`src/rtl/mult_result_writeback_if.sv`:
```
// Bundles the multiplier-side request and the register-file/status writeback signals.
// With MULT_WB_FWD_EN defined, it also carries the high-byte forwarding signals.
interface mult_result_writeback_if #(
    parameter int REG_ADDR_W = 5
);
    logic                  start;
    logic [REG_ADDR_W-1:0] dest_reg;
    logic [15:0]           mult_out;
    logic [2:0]            flags_in;
    logic                  busy;
    logic                  rf_we;
    logic [REG_ADDR_W-1:0] rf_waddr;
    logic [7:0]            rf_wdata;
    logic                  flags_we;
    logic [2:0]            flags_out;
    logic                  done;
`ifdef MULT_WB_FWD_EN
    logic                  fwd_valid;
    logic [REG_ADDR_W-1:0] fwd_addr;
    logic [7:0]            fwd_data;
`endif

`ifdef MULT_WB_FWD_EN
    modport master (
        output start, dest_reg, mult_out, flags_in,
        input  busy, rf_we, rf_waddr, rf_wdata, flags_we, flags_out, done,
               fwd_valid, fwd_addr, fwd_data
    );
    modport slave (
        input  start, dest_reg, mult_out, flags_in,
        output busy, rf_we, rf_waddr, rf_wdata, flags_we, flags_out, done,
               fwd_valid, fwd_addr, fwd_data
    );
`else
    modport master (
        output start, dest_reg, mult_out, flags_in,
        input  busy, rf_we, rf_waddr, rf_wdata, flags_we, flags_out, done
    );
    modport slave (
        input  start, dest_reg, mult_out, flags_in,
        output busy, rf_we, rf_waddr, rf_wdata, flags_we, flags_out, done
    );
`endif
endinterface

```
`src/rtl/mult_result_writeback.sv`:
```
// Captures a 16-bit product plus flags and writes it into the register file as two
// bytes (low at dest, high at dest+1). Optional MULT_WB_FWD_EN adds high-byte forwarding.
module mult_result_writeback #(
    parameter int REG_ADDR_W = 5
) (
    input logic                    clock,
    input logic                    nreset,
    mult_result_writeback_if.slave bus
);
    typedef enum logic [1:0] {
        IDLE  = 2'd0,
        WR_LO = 2'd1,
        WR_HI = 2'd2
    } state_t;

    localparam logic [REG_ADDR_W-1:0] ADDR_ONE = 1;

    state_t                state_q;
    state_t                state_d;
    logic [15:0]           prod_q;
    logic [2:0]            flags_q;
    logic [REG_ADDR_W-1:0] dest_q;
    logic [REG_ADDR_W-1:0] dest_inc;

    logic                  busy;
    logic                  rf_we;
    logic [REG_ADDR_W-1:0] rf_waddr;
    logic [7:0]            rf_wdata;
    logic                  flags_we;
    logic [2:0]            flags_out;
    logic                  done;
`ifdef MULT_WB_FWD_EN
    logic                  fwd_valid;
    logic [REG_ADDR_W-1:0] fwd_addr;
    logic [7:0]            fwd_data;
`endif

    // Wraps modulo 2^REG_ADDR_W, so dest 31 pairs with register 0.
    assign dest_inc = dest_q + ADDR_ONE;

    always_ff @(posedge clock) begin
        if (!nreset) begin
            state_q <= IDLE;
            prod_q  <= '0;
            flags_q <= '0;
            dest_q  <= '0;
        end else begin
            state_q <= state_d;
            if (state_q == IDLE && bus.start) begin
                prod_q  <= bus.mult_out;
                flags_q <= bus.flags_in;
                dest_q  <= bus.dest_reg;
            end
        end
    end

    // Outputs depend only on state and latched data, so start cannot glitch rf_we.
    always_comb begin
        state_d   = state_q;
        busy      = 1'b0;
        rf_we     = 1'b0;
        rf_waddr  = '0;
        rf_wdata  = '0;
        flags_we  = 1'b0;
        flags_out = '0;
        done      = 1'b0;
`ifdef MULT_WB_FWD_EN
        fwd_valid = 1'b0;
        fwd_addr  = '0;
        fwd_data  = '0;
`endif
        unique case (state_q)
            IDLE: begin
                if (bus.start) state_d = WR_LO;
            end
            WR_LO: begin
                state_d  = WR_HI;
                busy     = 1'b1;
                rf_we    = 1'b1;
                rf_waddr = dest_q;
                rf_wdata = prod_q[7:0];
`ifdef MULT_WB_FWD_EN
                fwd_valid = 1'b1;
                fwd_addr  = dest_inc;
                fwd_data  = prod_q[15:8];
`endif
            end
            WR_HI: begin
                state_d   = IDLE;
                busy      = 1'b1;
                rf_we     = 1'b1;
                rf_waddr  = dest_inc;
                rf_wdata  = prod_q[15:8];
                flags_we  = 1'b1;
                flags_out = flags_q;
                done      = 1'b1;
            end
            default: state_d = IDLE;
        endcase
    end

    assign bus.busy      = busy;
    assign bus.rf_we     = rf_we;
    assign bus.rf_waddr  = rf_waddr;
    assign bus.rf_wdata  = rf_wdata;
    assign bus.flags_we  = flags_we;
    assign bus.flags_out = flags_out;
    assign bus.done      = done;
`ifdef MULT_WB_FWD_EN
    assign bus.fwd_valid = fwd_valid;
    assign bus.fwd_addr  = fwd_addr;
    assign bus.fwd_data  = fwd_data;
`endif
endmodule
```
`src/flat_wrapper.sv`:
```
// flat-port wrapper written by rule: the top's interface ports become plain ports
module mult_result_writeback_flat 
#(
    parameter int REG_ADDR_W = 5
)
  (clock, nreset, bus_start, bus_dest_reg, bus_mult_out, bus_flags_in, bus_busy, bus_rf_we, bus_rf_waddr, bus_rf_wdata, bus_flags_we, bus_flags_out, bus_done);
  mult_result_writeback_if #(.REG_ADDR_W(REG_ADDR_W)) bus_i ();
  input logic clock;
  input logic nreset;
  input wire logic [$bits(bus_i.start)-1:0] bus_start;
  input wire logic [$bits(bus_i.dest_reg)-1:0] bus_dest_reg;
  input wire logic [$bits(bus_i.mult_out)-1:0] bus_mult_out;
  input wire logic [$bits(bus_i.flags_in)-1:0] bus_flags_in;
  output wire logic [$bits(bus_i.busy)-1:0] bus_busy;
  output wire logic [$bits(bus_i.rf_we)-1:0] bus_rf_we;
  output wire logic [$bits(bus_i.rf_waddr)-1:0] bus_rf_waddr;
  output wire logic [$bits(bus_i.rf_wdata)-1:0] bus_rf_wdata;
  output wire logic [$bits(bus_i.flags_we)-1:0] bus_flags_we;
  output wire logic [$bits(bus_i.flags_out)-1:0] bus_flags_out;
  output wire logic [$bits(bus_i.done)-1:0] bus_done;
  assign bus_i.start = bus_start;
  assign bus_i.dest_reg = bus_dest_reg;
  assign bus_i.mult_out = bus_mult_out;
  assign bus_i.flags_in = bus_flags_in;
  assign bus_busy = bus_i.busy;
  assign bus_rf_we = bus_i.rf_we;
  assign bus_rf_waddr = bus_i.rf_waddr;
  assign bus_rf_wdata = bus_i.rf_wdata;
  assign bus_flags_we = bus_i.flags_we;
  assign bus_flags_out = bus_i.flags_out;
  assign bus_done = bus_i.done;
  mult_result_writeback #(.REG_ADDR_W(REG_ADDR_W)) u_core (.clock(clock), .nreset(nreset), .bus(bus_i));
endmodule
```
`config.mk`:
```
export PLATFORM = sky130hd
export DESIGN_NAME = mult_result_writeback_flat
export DESIGN_NICKNAME = d
export VERILOG_FILES = /design/src/rtl/mult_result_writeback_if.sv /design/src/rtl/mult_result_writeback.sv /design/src/flat_wrapper.sv
export SDC_FILE = /design/constraint.sdc
export NUM_CORES = 1
export LEC_CHECK = 0
export ABC_AREA = 0
export CELL_PAD_IN_SITES_DETAIL_PLACEMENT = 1
export CELL_PAD_IN_SITES_GLOBAL_PLACEMENT = 1
export CORE_UTILIZATION = 33
export CTS_BUF_LIST = sky130_fd_sc_hd__clkbuf_8
export CTS_CLUSTER_DIAMETER = 40
export DETAILED_ROUTE_END_ITERATION = 12
export MAX_ROUTING_LAYER = met4
export PLACE_DENSITY = 0.87
export SETUP_SLACK_MARGIN = 0.2
export SLEW_MARGIN = 20
export SYNTH_ARGS = -nofsm -noshare
export SYNTH_HDL_FRONTEND = slang
export SYNTH_SLANG_ARGS = --single-unit
```
`constraint.sdc`:
```
create_clock -name clock -period 1.6 [get_ports clock]
set_input_delay 0.16 -clock clock [delete_from_list [all_inputs] [get_ports clock]]
set_output_delay 0.16 -clock clock [all_outputs]
set_load 0.005 [all_outputs]
```
==> summary.md, run 1 <==
| Metric | Value |
|---|---|
| Status | complete, but fails checks |
| Failing checks | setup timing |
| Max incr delay on CP | approximately 0.35 ns |
| Largest family of logic cells by synthesized area | simple AND/OR/NAND/NOR gates |
| Compound-Gate Fraction of Synth Area | 21.56% |
| Initial antenna violation count | 0 |
| Syn avg cell area | 8.133 µm² |
| R2r worst-path depth | 6 |
| Vias | 1,353 |
| Max_slew headroom | a little under nine tenths |
| Crit path launch type | flop |
| Yosys reg bits | 26 |
| CTS buffer count | 3 |
| WP depth | 6 |
| Setup TNS | -0.7110 ns |
| Critical Path, Cell by Cell | buf_6 -> ha_4 -> buf_6 -> a22oi_2 -> nor2b_1 -> dlygate4sd2_1 |
| Nets | between 200 and 300 |
| Clock transition at path regs | about 0.09 ns |
| Starting density of the core | between 30% and 40% |
| Hold_buf cts | 0 |
| I/O Pins | 47 |
| # diodes | 0 |
| Hold slack | around 0.43 ns |
| Xor/xnor share of the synthesized area | 0% |
| Post-Syn Area | 1318 µm² |
| Simple-Gate Fraction of Synth Area | between 20% and 30% |
| Final setup viols | 13 |
| Root Driver | clkbuf_8 |
| Crit. End Element | output port |
| Number of iterations in the first detailed-routing pass | 4 |
| Combinational share of power | between 30% and 40% |
| IO buf count | 46 |
| Fin. Hold Viols | 0 |
| Post-synth top flop | dfxtp_1 |
| Mapped Cells | 162 |
| Pins Over Slew Limit | 0 |
| Power, Total | 2114 µW |
| Post-synthesis sequential area ratio | between 30% and 40% |
| Cell Int Power | ~1500 µW |
| Mux contribution to synthesized area | 2.374% |
| DR DRC count | 0 |
| Post-Synth Adder-Cell Area | between 4 and 5% |
| Worst Skew | 0.004278 ns |
| Clk buf depth | 2 |
| GR Overflow Total | 0 |
| PwrDens | 987.9 nW/µm² |
| Post-synth cell types | 22 |
| Fmax | ~590 MHz |
| Slowest cell on crit path | dfxtp_2 |
| Total global-route track usage | about a quarter |
| Max cap viols | 0 |
| Synth top area share | roughly two fifths |
| Leak | 0.0008564 µW |
| Fraction of layout cells with a size suffix above 1 | a little under a third |
| Clock tree from TritonCTS | yes |
| Post-synth EDFFs | 0 |
| DRT iter0 DRCs | between 40 and 50 |
| Die X | ~65 µm |
| Clock sink total | 26 |
| Synth warn | 0 |
| Seq pwr share | 36.3% |
| Setup WS post-layout | -0.08142 ns |
| Row count | 22 |
| Fill cells | between 400 and 500 |
| Synth Net Count | 194 |
| Area Overhead vs Synth | 62.39% |
| Wirelength per Cell | roughly 16 µm |
| RSZ-0062 raised after global routing | true |
| Pre-CTS setup slack | -0.2557 ns |
| Worst-margin pin slew | 0.1997 ns |
| Min-Delay Path Depth | 3 |
| Crit Path Class | reg2out |
| Period minus WS final | 1.681 ns |
| Worst path top cell family by delay | buffers and inverters |
| P_sw | 627.2 µW |
| Hpwl dp | around 2800 µm |
| Worst Path Arrival | about 1.5 ns |
| Post-synth ARST share | 0% |
| Worst Path Max Fanout | 7 |
| Top post-synthesis cells by area | dfxtp_1 40%, nand2_1 15%, a21boi_1 11% |
| Core area | roughly 3700 µm² |
| Final cycle utilization of the critical path | 105.1% |
| Largest net degree at the start of global routing | 27 |
| FF/Latch Area | approximately 520 µm² |
| Crit path buffers/inverters | 3 |
| First-pass GRT wire length | roughly 7300 µm |
| Maximum VDD drop | 0.0004971 V |
| Vias in the first global route | 1,539 |
| Most common cell on crit path | buf_6 |
| Die Y | 65.19 µm |
| Synth area leader | dfxtp_1 |
| Die ar. | around 4200 µm² |
| Antenna-violating nets left | 0 |
| Worst EP required | ~1.4 ns |
| Tightest Hold Check Type | in2reg |
| Gpl congestion | roughly 0.77 |
| Total Wirelength | 4421 µm |
| H-tree Lvls | 1 |
| Proportion of power drawn by the clock network | between 20% and 30% |
| Sw Ratio | 29.67% |
| Area of the multi-input gates | 827.0 µm² |
| Worst skew pair latency | 0.28 ns |
| Vias per cell | 5.030 |
-- metal layers --
| metal | wire length (µm) | GRT usage (%) |
|---|---|---|
| met1 | 1664 | 23.93 |
| met3 | 146 | 2.431 |
| met5 | 0 | - |
| met2 | 2430 | 43.69 |
| met4 | 179 | 15.22 |
-- repair_timing --
item / 4_1_cts / 5_1_grt
endpoints found under the setup margin: 20 / 22
buffers inserted: 8 / 1
resized for setup: 110 / 3
pin swaps: 15 / 5
-- path summary, 6_finish.rpt --
check,start,endpoint,slack (ns)
setup / recovery,u_core.state_q[1],bus_rf_waddr[1],-0.08
hold / removal,bus_mult_out[13],u_core.prod_q[13],0.43
setup reg to reg,u_core.state_q[0],u_core.prod_q[8],0.24
hold reg to reg,u_core.prod_q[9],u_core.prod_q[9],0.47
-- Yosys cell counts (2+ instances only) --
cell type	number
nand2_1	51
dfxtp_1	26
a21boi_1	20
nor2b_1	11
a22oi_1	9
a21boi_0	5
and2_1	5
buf_2	5
buf_4	5
ha_1	5
clkbuf_1	3
inv_1	3
nand3_1	3
mux2i_1	2
nand3b_1	2
-- tightest hold or removal path, stage by stage --
cell	delay, ns
clkdlybuf4s50_1	0.40
nand2_1	0.05
a21boi_1	0.05
-- final cells by class --
cell class	instances	area share [%]
clock inverter	1	1.404
clock buffer	3	1.930
sequential	26	24.44
multi-input combinational	120	38.65
timing repair buffer	68	30.12
tap	48	2.807
inverter	3	0.6433
-- sequential cells by signal, indices dropped and copies added, names as in the netlist --
name            flops
u_core.state_q      2
u_core.dest_q       5
u_core.flags_q      3
u_core.prod_q      16
-- power by group through the flow --
stage | combinational (µW) | clock [µW] | sequential, µW
global route | 857 | 597 | 775
detailed placement | 614 | 0 | 768
finish | 790 | 556 | 767
floorplan | 319 | 0 | 757
global placement | 580 | 0 | 761
CTS | 762 | 568 | 765
-- through the flow --
stage	cells	area [µm²]	util [%]
detailed placement	256	1887	50.40
CTS	268	2122	56.68
floorplan	162	1318	-
global placement	256	1887	50.40
global route	269	2140	57.15
finish	269	2140	57.15
-- kinds of logic (layout without fill, tap and decap cells) --
family	count (synthesis)	after routing
fa+ha+maj	5	5
compound gates	38	38
flops	26	26
buf+inv	16	75
simple gates	74	74
mux	3	3
-- placed cells by master (no fill, tap or decap), types with 2 or more instances in the layout --
master	instances
clkdlybuf4s15_1	2
buf_12	3
buf_4	9
nand3_1	3
and2_4	2
a22oi_2	9
clkdlybuf4s50_1	26
nor2b_1	6
buf_2	12
dfxtp_1	24
nand3b_1	2
nor2b_2	4
mux2i_1	2
dfxtp_2	2
dlygate4sd2_1	3
a21boi_0	4
nand2_1	51
a21boi_1	20
ha_4	3
clkbuf_8	3
buf_6	12
and2_1	3
(Power assumes the default switching activity.)
==> run 2, diff against run 1 <==
Settings changed: REMOVE_ABC_BUFFERS set to 1.
==> run 2 against run 1 <==
Compared with the run above: the flow still finishes with violations (setup timing); sequential power is 0.9% higher; first-iteration DRC count up 2.1%; sequential share of layout area down 0.94 points; global-route usage grew 2.8 points; cell count increased by 3.3%; wire length up 19%; design area up 4.5%; largest power group unchanged.
==> summary.md, run 2 (synthesis gave the netlist of run 1 again) <==
| Metric | Value |
|---|---|
| Status | complete, but fails checks |
| Failing checks | setup timing |
| Antenna-violating nets left | 0 |
| Crit path buffers/inverters | 4 |
| Max incr delay on CP | around 0.38 ns |
| Tightest Hold Check Type | in2reg |
| Largest register by flop count | u_core.prod_q |
| Combinational share of power | 40.3% |
| Most common cell on crit path | buf_6 |
| Crit Path Class | reg2out |
| Die ar. | 4249 µm² |
| Worst-margin pin slew | between 0.15 and 0.2 ns |
| Number of iterations in the first detailed-routing pass | 4 |
| Nets | approximately 260 |
| Row count | 22 |
| Hold path start | bus_flags_in[2] |
| Setup WS post-layout | -0.1888 ns |
| Pins Over Slew Limit | 0 |
| Gpl congestion | 0.8218 |
| RR Startpoint | u_core.state_q[1] |
| Worst path top cell family by delay | buffers and inverters |
| Area Overhead vs Synth | 69.71% |
| Die Y | about 65 µm |
| Total Wirelength | around 5300 µm |
| Crit. End Element | output port |
| Worst Path Arrival | 1.63 ns |
| Slowest cell on crit path | dfxtp_4 |
| PwrDens | between 1000 and 1500 nW/µm² |
| Largest net degree at the start of global routing | 27 |
| Reg-to-Reg End | u_core.state_q[1] |
| Worst EP required | between 1 and 1.5 ns |
| Starting density of the core | 35.19% |
| Largest regs | u_core.prod_q x16, u_core.dest_q x5, u_core.flags_q x3 |
| Most frequent cells in the layout | 51 x nand2_1, 26 x clkdlybuf4s50_1, 24 x dfxtp_1 |
| Cell Area, Placed | between 1500 and 2000 µm² |
| Worst Path Max Fanout | 4 |
| Root Driver | clkbuf_8 |
| CTS buffer count | 3 |
| Vias per cell | 5.155 |
| Inst Count DP | between 200 and 300 |
| # diodes | 0 |
| Fraction of layout cells with a size suffix above 1 | ~37% |
| Leak | ~0.00091 µW |
| DR DRC count | 0 |
| Vias | between 1,000 and 1,500 |
| Maximum VDD drop | 0.0004954 V |
| Max cap viols | 0 |
| Fill cells | 438 |
| Clock sink total | 26 |
| Commonest non-fill, non-tap cell in the layout | nand2_1 |
| Final setup viols | 13 |
| Largest register FFs | 16 |
| Finished Cell Area | 2236 µm² |
| DRT iter0 DRCs | 48 |
| Period minus WS final | approximately 1.8 ns |
| Max_slew headroom | 86.66% |
| Wirelength per Cell | between 15 and 20 µm |
| Vias in the first global route | 1,591 |
| Cell Count, Final, Fillers Out | roughly 280 |
| Die X | between 60 and 70 µm |
| Proportion of power drawn by the clock network | about a quarter |
| Critical Path, Cell by Cell | buf_6 -> ha_4 -> buf_6 -> buf_12 -> a22oi_2 -> nor2b_2 -> buf_2 |
| Final cycle utilization of the critical path | 111.8% |
| Clock tree from TritonCTS | yes |
| R2R Setup Slk | ~0.25 ns |
| Sw Ratio | 30.72% |
| IO buf count | between 40 and 50 |
| Hold_buf cts | 0 |
| Crit path launch type | flop |
| Clock transition at path regs | 0.10 ns |
| Clk buf depth | 2 |
| Total global-route track usage | 26.61% |
| P_sw | between 600 and 700 µW |
| Fmax | about 560 MHz |
| Hpwl dp | 2869 µm |
| Seq pwr share | between 30% and 40% |
| Min-Delay Path Depth | 3 |
| Initial antenna violation count | 0 |
| R2r worst-path depth | 7 |
| GR Overflow Total | 0 |
| H-tree Lvls | 1 |
| Hold EP | u_core.flags_q[2] |
| Core area | ~3700 µm² |
| First-pass GRT wire length | 8114 µm |
| RSZ-0062 raised after global routing | true |
| Worst Skew | around 0.0058 ns |
| Fin util | between 50% and 60% |
| Cell Int Power | 1549 µW |
| I/O Pins | 47 |
| Worst skew pair latency | between 0.2 and 0.3 ns |
| Fin. Hold Viols | 0 |
run 2: power by group through the flow:
stage                     Clock [µW]  Combinational [µW]  Sequential, µW
after detailed placement           0                 613             768
final                            562                 900             774
after global routing             593                 956             779
after floorplan                    0                 267             757
after CTS                        565                 826             765
after global placement             0                 580             761
run 2: timing repair:
action,in CTS,in global routing
endpoints found under the setup margin,21,26
hold endpoints to repair,0,0
pin swaps,17,8
cloned,0,1
buffers inserted,12,0
resized for setup,119,14
run 2: area by class of cell:
type                       instances  area (µm²)  share of cell area, %
multi-input combinational        120       843.3                  37.72
timing repair buffer              77       721.9                  32.29
sequential                        26       525.5                  23.50
tap                               48       60.06                  2.686
clock buffer                       3       41.29                  1.847
clock inverter                     1       30.03                  1.343
inverter                           3       13.76                 0.6156
run 2: routing by layer:
metal / wire length (µm) / track usage, % / vias up
met4: 216 / 11.68 / 0
met5: 0 / - / -
met1: 2067 / 27.96 / 687
met2: 2746 / 49.23 / 52
met3: 220 / 3.472 / 23
li1: - / - / 671
run 2: worst max path at each step:
stage                                  from         endpoint  slack, ns  cells past startpoint
after CTS                 u_core.state_q[0]  bus_rf_waddr[1]      -0.12                      7
after global placement    u_core.state_q[1]  bus_rf_wdata[3]      -0.17                      5
after floorplan           u_core.state_q[0]  bus_rf_waddr[4]       0.12                      5
after detailed placement  u_core.state_q[1]  bus_rf_wdata[2]      -0.30                      5
after global routing      u_core.state_q[0]  bus_rf_waddr[1]      -0.21                      7
final                     u_core.state_q[0]  bus_rf_waddr[1]      -0.19                      7
run 2: worst register-to-register path: cells and delay by family (launching register included):
kind / cells / cell delay (ns)
muxes: 1 / 0.14
adders and majority gates: 1 / 0.17
DFF: 1 / 0.35
and+or+nand+nor: 1 / 0.17
buffers and inverters: 4 / 0.45
run 2: per-stage QoR:
stage	setup slack, ns	total power, µW	hold slack (ns)	setup TNS, ns
3_3_place_gp	-0.1685	1341	0.4369	-2.127
2_1_floorplan	0.1203	1024	0.2817	0
4_1_cts	-0.1238	2156	0.4253	-0.7790
5_1_grt	-0.2094	2328	0.4329	-2.019
6_report	-0.1888	2236	0.4238	-1.336
3_5_place_dp	-0.2959	1381	0.4436	-3.946
